$ cat src/rtl/pipeline_stall_ctrl_pkg.sv
// Shared types and default constants for the pipeline stall/flush sequencer.
package pipe_ctrl_pkg;

    // Sequencer states: normal flow, waiting on a multi-cycle SRAM access,
    // and the trapped state after the SRAM watchdog fires.
    typedef enum logic [1:0] {
        RUN      = 2'b00,
        MEM_WAIT = 2'b01,
        ERR      = 2'b10
    } state_e;

    localparam int DEF_CNT_W   = 16;
    localparam int DEF_TIMEOUT = 64;
    localparam int DEF_TMR_W   = 8;

endpackage

$ cat src/rtl/sat_counter.sv
// Event counter that holds at all-ones instead of wrapping.
module sat_counter #(
    parameter int W = 16
) (
    input  logic         clk,
    input  logic         rst,
    input  logic         inc,
    output logic [W-1:0] q
);

    logic [W-1:0] cnt_r;
    logic         at_max_s;

    assign at_max_s = (cnt_r == {W{1'b1}});

    // Count one per asserted inc, pinning at the maximum value.
    always_ff @(posedge clk) begin
        if (rst) begin
            cnt_r <= {W{1'b0}};
        end else if (inc && !at_max_s) begin
            cnt_r <= cnt_r + {{(W-1){1'b0}}, 1'b1};
        end else begin
            cnt_r <= cnt_r;
        end
    end

    assign q = cnt_r;

endmodule

$ cat src/rtl/pipeline_stall_ctrl.sv
// Central stall/flush sequencer: merges load-use hazards, multi-cycle SRAM
// accesses and taken branches into per-stage freeze/flush controls, keeps
// saturating stall statistics and traps a hung SRAM access.
module pipeline_stall_ctrl
    import pipe_ctrl_pkg::*;
#(
    parameter int CNT_W   = DEF_CNT_W,
    parameter int TIMEOUT = DEF_TIMEOUT,
    parameter int TMR_W   = DEF_TMR_W
) (
    input  logic             clk,
    input  logic             rst,
    input  logic             hazard,
    input  logic             mem_req,
    input  logic             mem_ready,
    input  logic             branch_taken,
    output logic             freeze_if,
    output logic             freeze_id,
    output logic             freeze_exe,
    output logic             freeze_mem,
    output logic             flush_if_id,
    output logic             flush_id_exe,
    output logic             mem_err,
    output logic [CNT_W-1:0] hazard_cnt,
    output logic [CNT_W-1:0] memwait_cnt,
    output logic [CNT_W-1:0] flush_cnt
);

    state_e           state_r;
    state_e           state_nxt_s;
    logic [TMR_W-1:0] timer_r;
    logic [TMR_W-1:0] timer_nxt_s;
    logic             mem_err_r;
    logic             set_err_s;

    logic             freeze_all_s;
    logic             bubble_s;
    logic             flush_s;
    logic             inc_hazard_s;
    logic             inc_wait_s;
    logic             inc_flush_s;

    // Next-state, timer and freeze/flush decode; all controls drop while rst is high.
    always_comb begin
        state_nxt_s  = state_r;
        timer_nxt_s  = timer_r;
        set_err_s    = 1'b0;
        freeze_all_s = 1'b0;
        bubble_s     = 1'b0;
        flush_s      = 1'b0;
        inc_wait_s   = 1'b0;
        if (rst) begin
            state_nxt_s = RUN;
            timer_nxt_s = {TMR_W{1'b0}};
        end else begin
            case (state_r)
                RUN: begin
                    if (mem_req && !mem_ready) begin
                        freeze_all_s = 1'b1;
                        inc_wait_s   = 1'b1;
                        state_nxt_s  = MEM_WAIT;
                        timer_nxt_s  = {{(TMR_W-1){1'b0}}, 1'b1};
                    end else if (branch_taken) begin
                        flush_s = 1'b1;
                    end else if (hazard) begin
                        bubble_s = 1'b1;
                    end else begin
                        state_nxt_s = RUN;
                    end
                end
                MEM_WAIT: begin
                    if (mem_ready) begin
                        // Completion always wins, even on the timeout cycle.
                        state_nxt_s = RUN;
                        timer_nxt_s = {TMR_W{1'b0}};
                        if (branch_taken) begin
                            flush_s = 1'b1;
                        end else if (hazard) begin
                            bubble_s = 1'b1;
                        end else begin
                            flush_s = 1'b0;
                        end
                    end else begin
                        freeze_all_s = 1'b1;
                        inc_wait_s   = 1'b1;
                        if (timer_r == TMR_W'(TIMEOUT)) begin
                            state_nxt_s = ERR;
                            set_err_s   = 1'b1;
                        end else begin
                            timer_nxt_s = timer_r + {{(TMR_W-1){1'b0}}, 1'b1};
                        end
                    end
                end
                ERR: begin
                    freeze_all_s = 1'b1;
                end
                default: begin
                    // Unreachable encoding: freeze and recover to RUN.
                    freeze_all_s = 1'b1;
                    state_nxt_s  = RUN;
                    timer_nxt_s  = {TMR_W{1'b0}};
                end
            endcase
        end
    end

    assign inc_hazard_s = bubble_s;
    assign inc_flush_s  = flush_s;

    assign freeze_if    = freeze_all_s | bubble_s;
    assign freeze_id    = freeze_all_s;
    assign freeze_exe   = freeze_all_s;
    assign freeze_mem   = freeze_all_s;
    assign flush_if_id  = flush_s;
    assign flush_id_exe = flush_s | bubble_s;
    assign mem_err      = mem_err_r;

    // State, wait timer and sticky watchdog error registers.
    always_ff @(posedge clk) begin
        if (rst) begin
            state_r   <= RUN;
            timer_r   <= {TMR_W{1'b0}};
            mem_err_r <= 1'b0;
        end else begin
            state_r   <= state_nxt_s;
            timer_r   <= timer_nxt_s;
            mem_err_r <= mem_err_r | set_err_s;
        end
    end

    sat_counter #(.W(CNT_W)) u_hazard_cnt (
        .clk (clk),
        .rst (rst),
        .inc (inc_hazard_s),
        .q   (hazard_cnt)
    );

    sat_counter #(.W(CNT_W)) u_memwait_cnt (
        .clk (clk),
        .rst (rst),
        .inc (inc_wait_s),
        .q   (memwait_cnt)
    );

    sat_counter #(.W(CNT_W)) u_flush_cnt (
        .clk (clk),
        .rst (rst),
        .inc (inc_flush_s),
        .q   (flush_cnt)
    );

endmodule

$ cat config.mk
export PLATFORM = sky130hd
export DESIGN_NAME = pipeline_stall_ctrl
export DESIGN_NICKNAME = d
export VERILOG_FILES = /design/src/rtl/pipeline_stall_ctrl_pkg.sv /design/src/rtl/sat_counter.sv /design/src/rtl/pipeline_stall_ctrl.sv
export SDC_FILE = /design/constraint.sdc
export NUM_CORES = 1
export LEC_CHECK = 0
export ABC_AREA = 1
export ABC_CLOCK_PERIOD_IN_PS = 1700
export CAP_MARGIN = 20
export CORE_MARGIN = 10
export CORE_UTILIZATION = 28
export DETAILED_ROUTE_END_ITERATION = 6
export DONT_BUFFER_PORTS = 1
export MAX_ROUTING_LAYER = met4
export SLEW_MARGIN = 20
export SYNTH_ARGS = -nofsm -noshare
export SYNTH_HDL_FRONTEND = slang
export SYNTH_SLANG_ARGS = --single-unit
$ cat constraint.sdc
create_clock -name clk -period 1.7 [get_ports clk]
set_input_delay 0.17 -clock clk [delete_from_list [all_inputs] [get_ports clk]]
set_output_delay 0.17 -clock clk [all_outputs]
set_load 0.05 [all_outputs]
== Word-level counts from Yosys, hierarchy flattened ==
Cells that the tools add are included.

* $add $sub $neg: 4
* Multipliers: 0
* Div/mod/pow operators: 0
* Magnitude comparators: 0
* Equal/unequal tests: 11
* Shift operators: 0
* Mux-type cells: 31
* Bitwise gates (word level): 4
* Reduce and logical (&&, ||, !) cells: 11

{| class="wikitable"
|+ Operators by type and width
! cell !! number
|-
| $add 16x1->16 const B || 3
|-
| $eq 16x16->1 const B || 3
|-
| $mux 8 || 3
|-
| $pmux 8 s3 || 1
|-
| $mux 1 || 17
|-
| $ne 3x3->1 const B || 4
|-
| $mux 2 || 5
|-
| $add 8x1->8 const B || 1
|-
| $eq 8x7->1 const B || 1
|-
| $pmux 1 s2 || 4
|-
| $pmux 2 s3 || 1
|-
| $logic_and 1x1->1 || 4
|-
| $logic_not 1->1 || 4
|-
| $reduce_and 4->1 || 1
|-
| $or 1x1->1 || 3
|-
| $reduce_and 3->1 || 1
|-
| $eq 2x1->1 const B || 1
|-
| $eq 2x2->1 const B || 1
|-
| $logic_not 2->1 || 1
|-
| $ne 2x2->1 const B || 1
|-
| $not 1->1 || 1
|}

* Flip-flop bits (word level): 59
* Bits in latches: 0
* Bits in writable memories: 0
* Bits in read-only memories: 0
* Input port bits: 6
* Output and inout port bits: 55
* Logic and storage cells: 67
* Memories kept: 0

== Longest topological paths before layout ==
* Depth after elaboration: 6
* Mapped depth: 11
* Gate-level depth less buffers: 10

== Modules after synthesis ==
From an unflattened synthesis, not the netlist that was laid out.

* Cell total of the unflattened synthesis: 557
* Area total of the unflattened synthesis: 3697.3 um^2

{| class="wikitable"
|+ Modules (own cells, without submodules)
! module !! instances !! cells an instance !! area an instance (um^2) !! sequential area each (um^2)
|-
| sat_counter || 3 || 146 || 978.4 || 320.3
|-
| pipeline_stall_ctrl || 1 || 119 || 762.0 || 220.2
|}

== Least setup slack after synthesis ==
No wires, ideal clock.

* Kind: reg-to-reg
* Start: reg u_flush_cnt.cnt_r[0], in the netlist u_flush_cnt.q[0]
* End: reg u_flush_cnt.cnt_r[4], in the netlist u_flush_cnt.q[4]
* Setup time: 0.117 ns
* Data arrival time: 1.931 ns
* Data required time: 1.583 ns
* Setup slack: -0.348 ns
* Cell stages (with the launch flop): 11
* Buffers on the path: 2
* Cells stage by stage: dfxtp_1 -> ha_1 -> inv_1 -> nor2_4 -> nand2_1 -> nor2_1 -> nor2_2 -> buf_6 -> buf_6 -> a21oi_1 -> nor2_1

* Longest elaborated chain between the ends: 3

{| class="wikitable"
|+ RTL lines
! element !! line !! text
|-
| start: declaration || sat_counter.sv:11 || <nowiki>logic [W-1:0] cnt_r;</nowiki>
|-
| start signal: assignment || sat_counter.sv:19 || <nowiki>cnt_r <= {W{1'b0}};</nowiki>
|-
| start signal: assignment || sat_counter.sv:21 || <nowiki>cnt_r <= cnt_r + {{(W-1){1'b0}}, 1'b1};</nowiki>
|-
| start signal: assignment || sat_counter.sv:23 || <nowiki>cnt_r <= cnt_r;</nowiki>
|-
| branches (longest 3 deep; another with $add 16x1->16) || -- ||
|}

Parallel ways; which one is timed is not known.
A chain may end at the register's enable or synchronous reset.

== Worst setup path in the final report ==
* Start: reg state_r[0]
* End: out freeze_if

* Longest elaborated chain between the ends: 4

{| class="wikitable"
|+ RTL lines
! element !! line !! text
|-
| start: declaration || pipeline_stall_ctrl.sv:29 || <nowiki>state_e state_r;</nowiki>
|-
| start signal: assignment || pipeline_stall_ctrl.sv:125 || <nowiki>state_r <= state_nxt_s;</nowiki>
|-
| $eq 2x1->1 or $logic_not 2->1 (tied branches) || pipeline_stall_ctrl.sv:56 || <nowiki>case (state_r)</nowiki>
|-
| $pmux 1 s2 || pipeline_stall_ctrl.sv:56 ||
|-
| $mux 1 || pipeline_stall_ctrl.sv:52 || <nowiki>if (rst) begin</nowiki>
|-
| $or 1x1->1 * || pipeline_stall_ctrl.sv:110 || <nowiki>assign freeze_if = freeze_all_s | bubble_s;</nowiki>
|-
| end: declaration || pipeline_stall_ctrl.sv:17 || <nowiki>output logic freeze_if,</nowiki>
|}

Mark *: on every way between the ends. The rest lies on a longest branch, timed or not.

==> results.toml <==
[run_status]
outcome = "finished, final reports clean"

[sta]
final-hold-violation-count = 0
tightest_slew_ns = 0.306
rsz0062_at_grt = "false"
finalClockSkew_ns = 0.00432
hold_ws_ns = 0.0391
fmax_mhz = 612
finalSetupViolCount = 0
maxSlewViolCount = 0
fin_crit_sh_pct = 96.1
post-route-min-period_ns = 1.63
max_slew_margin_pct = 79.5

[flow_run]
drv_cap = 0

[clocking]
insertion_delay_ns = 0.33
root_buffer = "clkbuf_16"
cts_buffers = 9
cts.sinks = 59
clk_pin_slew_ns = 0.05
cts_tree = "built"
clk_path_buf_depth = 2
cts-htree-levels = 3

[floorplanning]
pin_count = 61
core_um2 = 12100
num_rows = 40
die_w_um = 131
start_util_pct = 28.7
die_h_um = 131
die-area_um2 = 17200

[global_route]
grt_pass1_vias = 3399
grt_overflow = 0
antenna_found_initial = 0
grt_start_max_net_pins = 36
grt_pass1_wl_um = 16400
grt.total_usage_pct = 11.8

[worst_hold_path]
hp-class = "in -> reg"

[worst_setup_path]
cp.required_ns = 1.53
r2r_setup_slack_ns = 0.13
cp_max_fo = 5
cp_cell_sequence = "nor2_2, nand2_2, nand2_4, buf_4, o21ai_1, buf_6"
crit_slowest_cell = "dfxtp_2"
critPathLaunchType = "flop"
cp.arrival_ns = 1.46
cpPeakStageDelay_ns = 0.37
worst_setup_path_end_kind = "output pin"
crit_type = "reg -> out"

[layout]
seqCellArea_um2 = 1230
multi_input_area_um2 = 1990
diodes = 0
nets = 636
layout-drive-gt1-share_pct = 24.1
instances_no_fill = 798
syn_to_final_growth_pct = 33.4
nFillCells = 1248

[synth]
syn_nets = 561
ys_types = 32
synth_area_per_cell_um2 = 6.30
ys.flop_type = "dfxtp_1"
async_reset_ff_share_pct = 0
ys_seq_elements = 59
syn-instance-count = 550
yosysWarningCount = 0
ys_seq_area_share_pct = 34.1
synth_enable_flop_cells = 0
synth_area_um2 = 3460

[placement]
dp.cells = 777
io_buffers = 0
post-dp-hpwl_um = 7350
globalplace.congestion = 0.833

[detailed_routing]
routed_wl_um = 9940
drc_errors = 0
ant_nets = 0
num_vias = 3632
routed_via_density = 4.55
drt_iter0_drc = 171
dr.pass1.iters = 4
wl_per_cell_um = 12.5

[power]
leakage_nw = 1.96
ir_drop_v = 0.000624
fin_total_pwr_mw = 3.63
power_density_nw_per_um2 = 785
sequential cells by signal, indices dropped and copies added, names as in the netlist:
register and flops:
u_flush_cnt.q 16, state_r 2, u_hazard_cnt.q 16, timer_r 8
u_memwait_cnt.q 16, mem_err 1
kinds of logic after synthesis:
| logic type | count (synthesis) | share of synthesized area, % |
|---|---|---|
| DFF | 59 | 34.1 |
| buffers and inverters | 75 | 9.57 |
| xor gates and xnor gates | 12 | 3.03 |
| AOI/OAI and AO/OA | 61 | 9.47 |
| and+or+nand+nor | 338 | 42.0 |
| adders and majority gates | 5 | 1.81 |
worst max-delay path, delay by kind of cell (launching register included):
family | cells | cell delay (ns)
buffers and inverters | 2 | 0.34
flip-flops | 1 | 0.37
AO/OA/AOI/OAI | 1 | 0.14
AND/OR/NAND/NOR | 3 | 0.28
path summary, 6_finish.rpt:
kind         cells after the start                       endpoint                          start
min reg2reg                      2             mem_err$_SDFF_PP0_             mem_err$_SDFF_PP0_
min                              3        timer_r[0]$_SDFFE_PP0P_                            rst
max                              6                      freeze_if        state_r[0]$_SDFFE_PP0P_
max reg2reg                      9  u_flush_cnt.q[0]$_SDFFE_PP0P_  u_flush_cnt.q[0]$_SDFFE_PP0P_
cell usage in the layout (no fill, tap or decap), types with 3 or more instances in the layout:
cell,instances
clkinv_2,4
o21bai_1,4
nor2_2,7
buf_12,4
a21oi_1,44
nor3_1,3
nor2_1,78
xor2_1,6
nor2_4,5
dfxtp_2,21
nand3_1,41
nand3_2,3
dfxtp_1,31
buf_4,72
inv_1,57
nand3b_1,4
ha_1,4
nand2_1,171
dfxtp_4,7
nand4_1,14
o21ai_0,8
clkbuf_16,9
nand2_2,6
xnor2_1,6
timing repair:
item                       in CTS  in global routing
hold buffers                    2                  0
pin swaps                       0                  1
gates resized for setup         6                  9
setup buffers                   0                  3
hold endpoints to repair       35                  0
setup endpoints to repair       6                 42
layer usage:
layer / vias to the layer above / part of all wire [%] / track usage [%]
met5: - / 0 / -
met4: 0 / 1.4 / 3.75
met3: 14 / 7.5 / 5.18
met2: 68 / 48 / 19.2
met1: 1649 / 43 / 12.6
li1: 1901 / - / -
through the flow:
stage / TNS (ns) / cell area (um2) / worst slack (ns) / util, %
after floorplan: -0.0229 / 3510 / -0.0229 / -
after global placement: 0 / 4220 / 0.0622 / 34.9
after detailed placement: 0 / 4220 / 0.00511 / 34.9
after CTS: 0 / 4570 / 0.0417 / 37.9
after global routing: 0 / 4620 / 0.00408 / 38.3
final: 0 / 4620 / 0.0669 / 38.3
cells in the mapped netlist (2+ instances only):
cell type	instances	share of area, %
buf_1	2	0.22
xor2_1	6	1.5
dfxtp_1	59	34
inv_2	3	0.33
nor3_1	3	0.43
nor2_4	4	1.3
xnor2_1	6	1.5
o21bai_1	4	0.87
ha_1	5	1.8
nand4_1	14	2.5
nand2_4	2	0.65
nand2_2	4	0.72
buf_6	5	1.6
inv_1	57	6.2
buf_4	3	0.65
nand2_1	173	19
nor2_1	83	9.0
a21oi_1	44	6.4
nor2_2	3	0.54
nand3_1	43	6.2
nand3b_1	4	0.87
clkbuf_1	4	0.43
or2_2	2	0.36
o21ai_0	9	1.3
power by group:
| group | total (mW) | switching [mW] | internal (mW) |
|---|---|---|---|
| Sequential | 1.41 | 0.0120 | 1.39 |
| Combinational | 0.310 | 0.214 | 0.0956 |
| Clock | 1.91 | 0.642 | 1.27 |
area by class of cell:
| class | instances | area share (%) |
|---|---|---|
| Tap cell | 168 | 4.55 |
| Sequential cell | 59 | 26.7 |
| Timing Repair Buffer | 79 | 14.1 |
| Multi-Input combinational cell | 416 | 43.0 |
| Clock buffer | 10 | 4.96 |
| Inverter | 60 | 4.93 |
| Clock inverter | 6 | 1.73 |
Power figures use the tool's default switching activity.
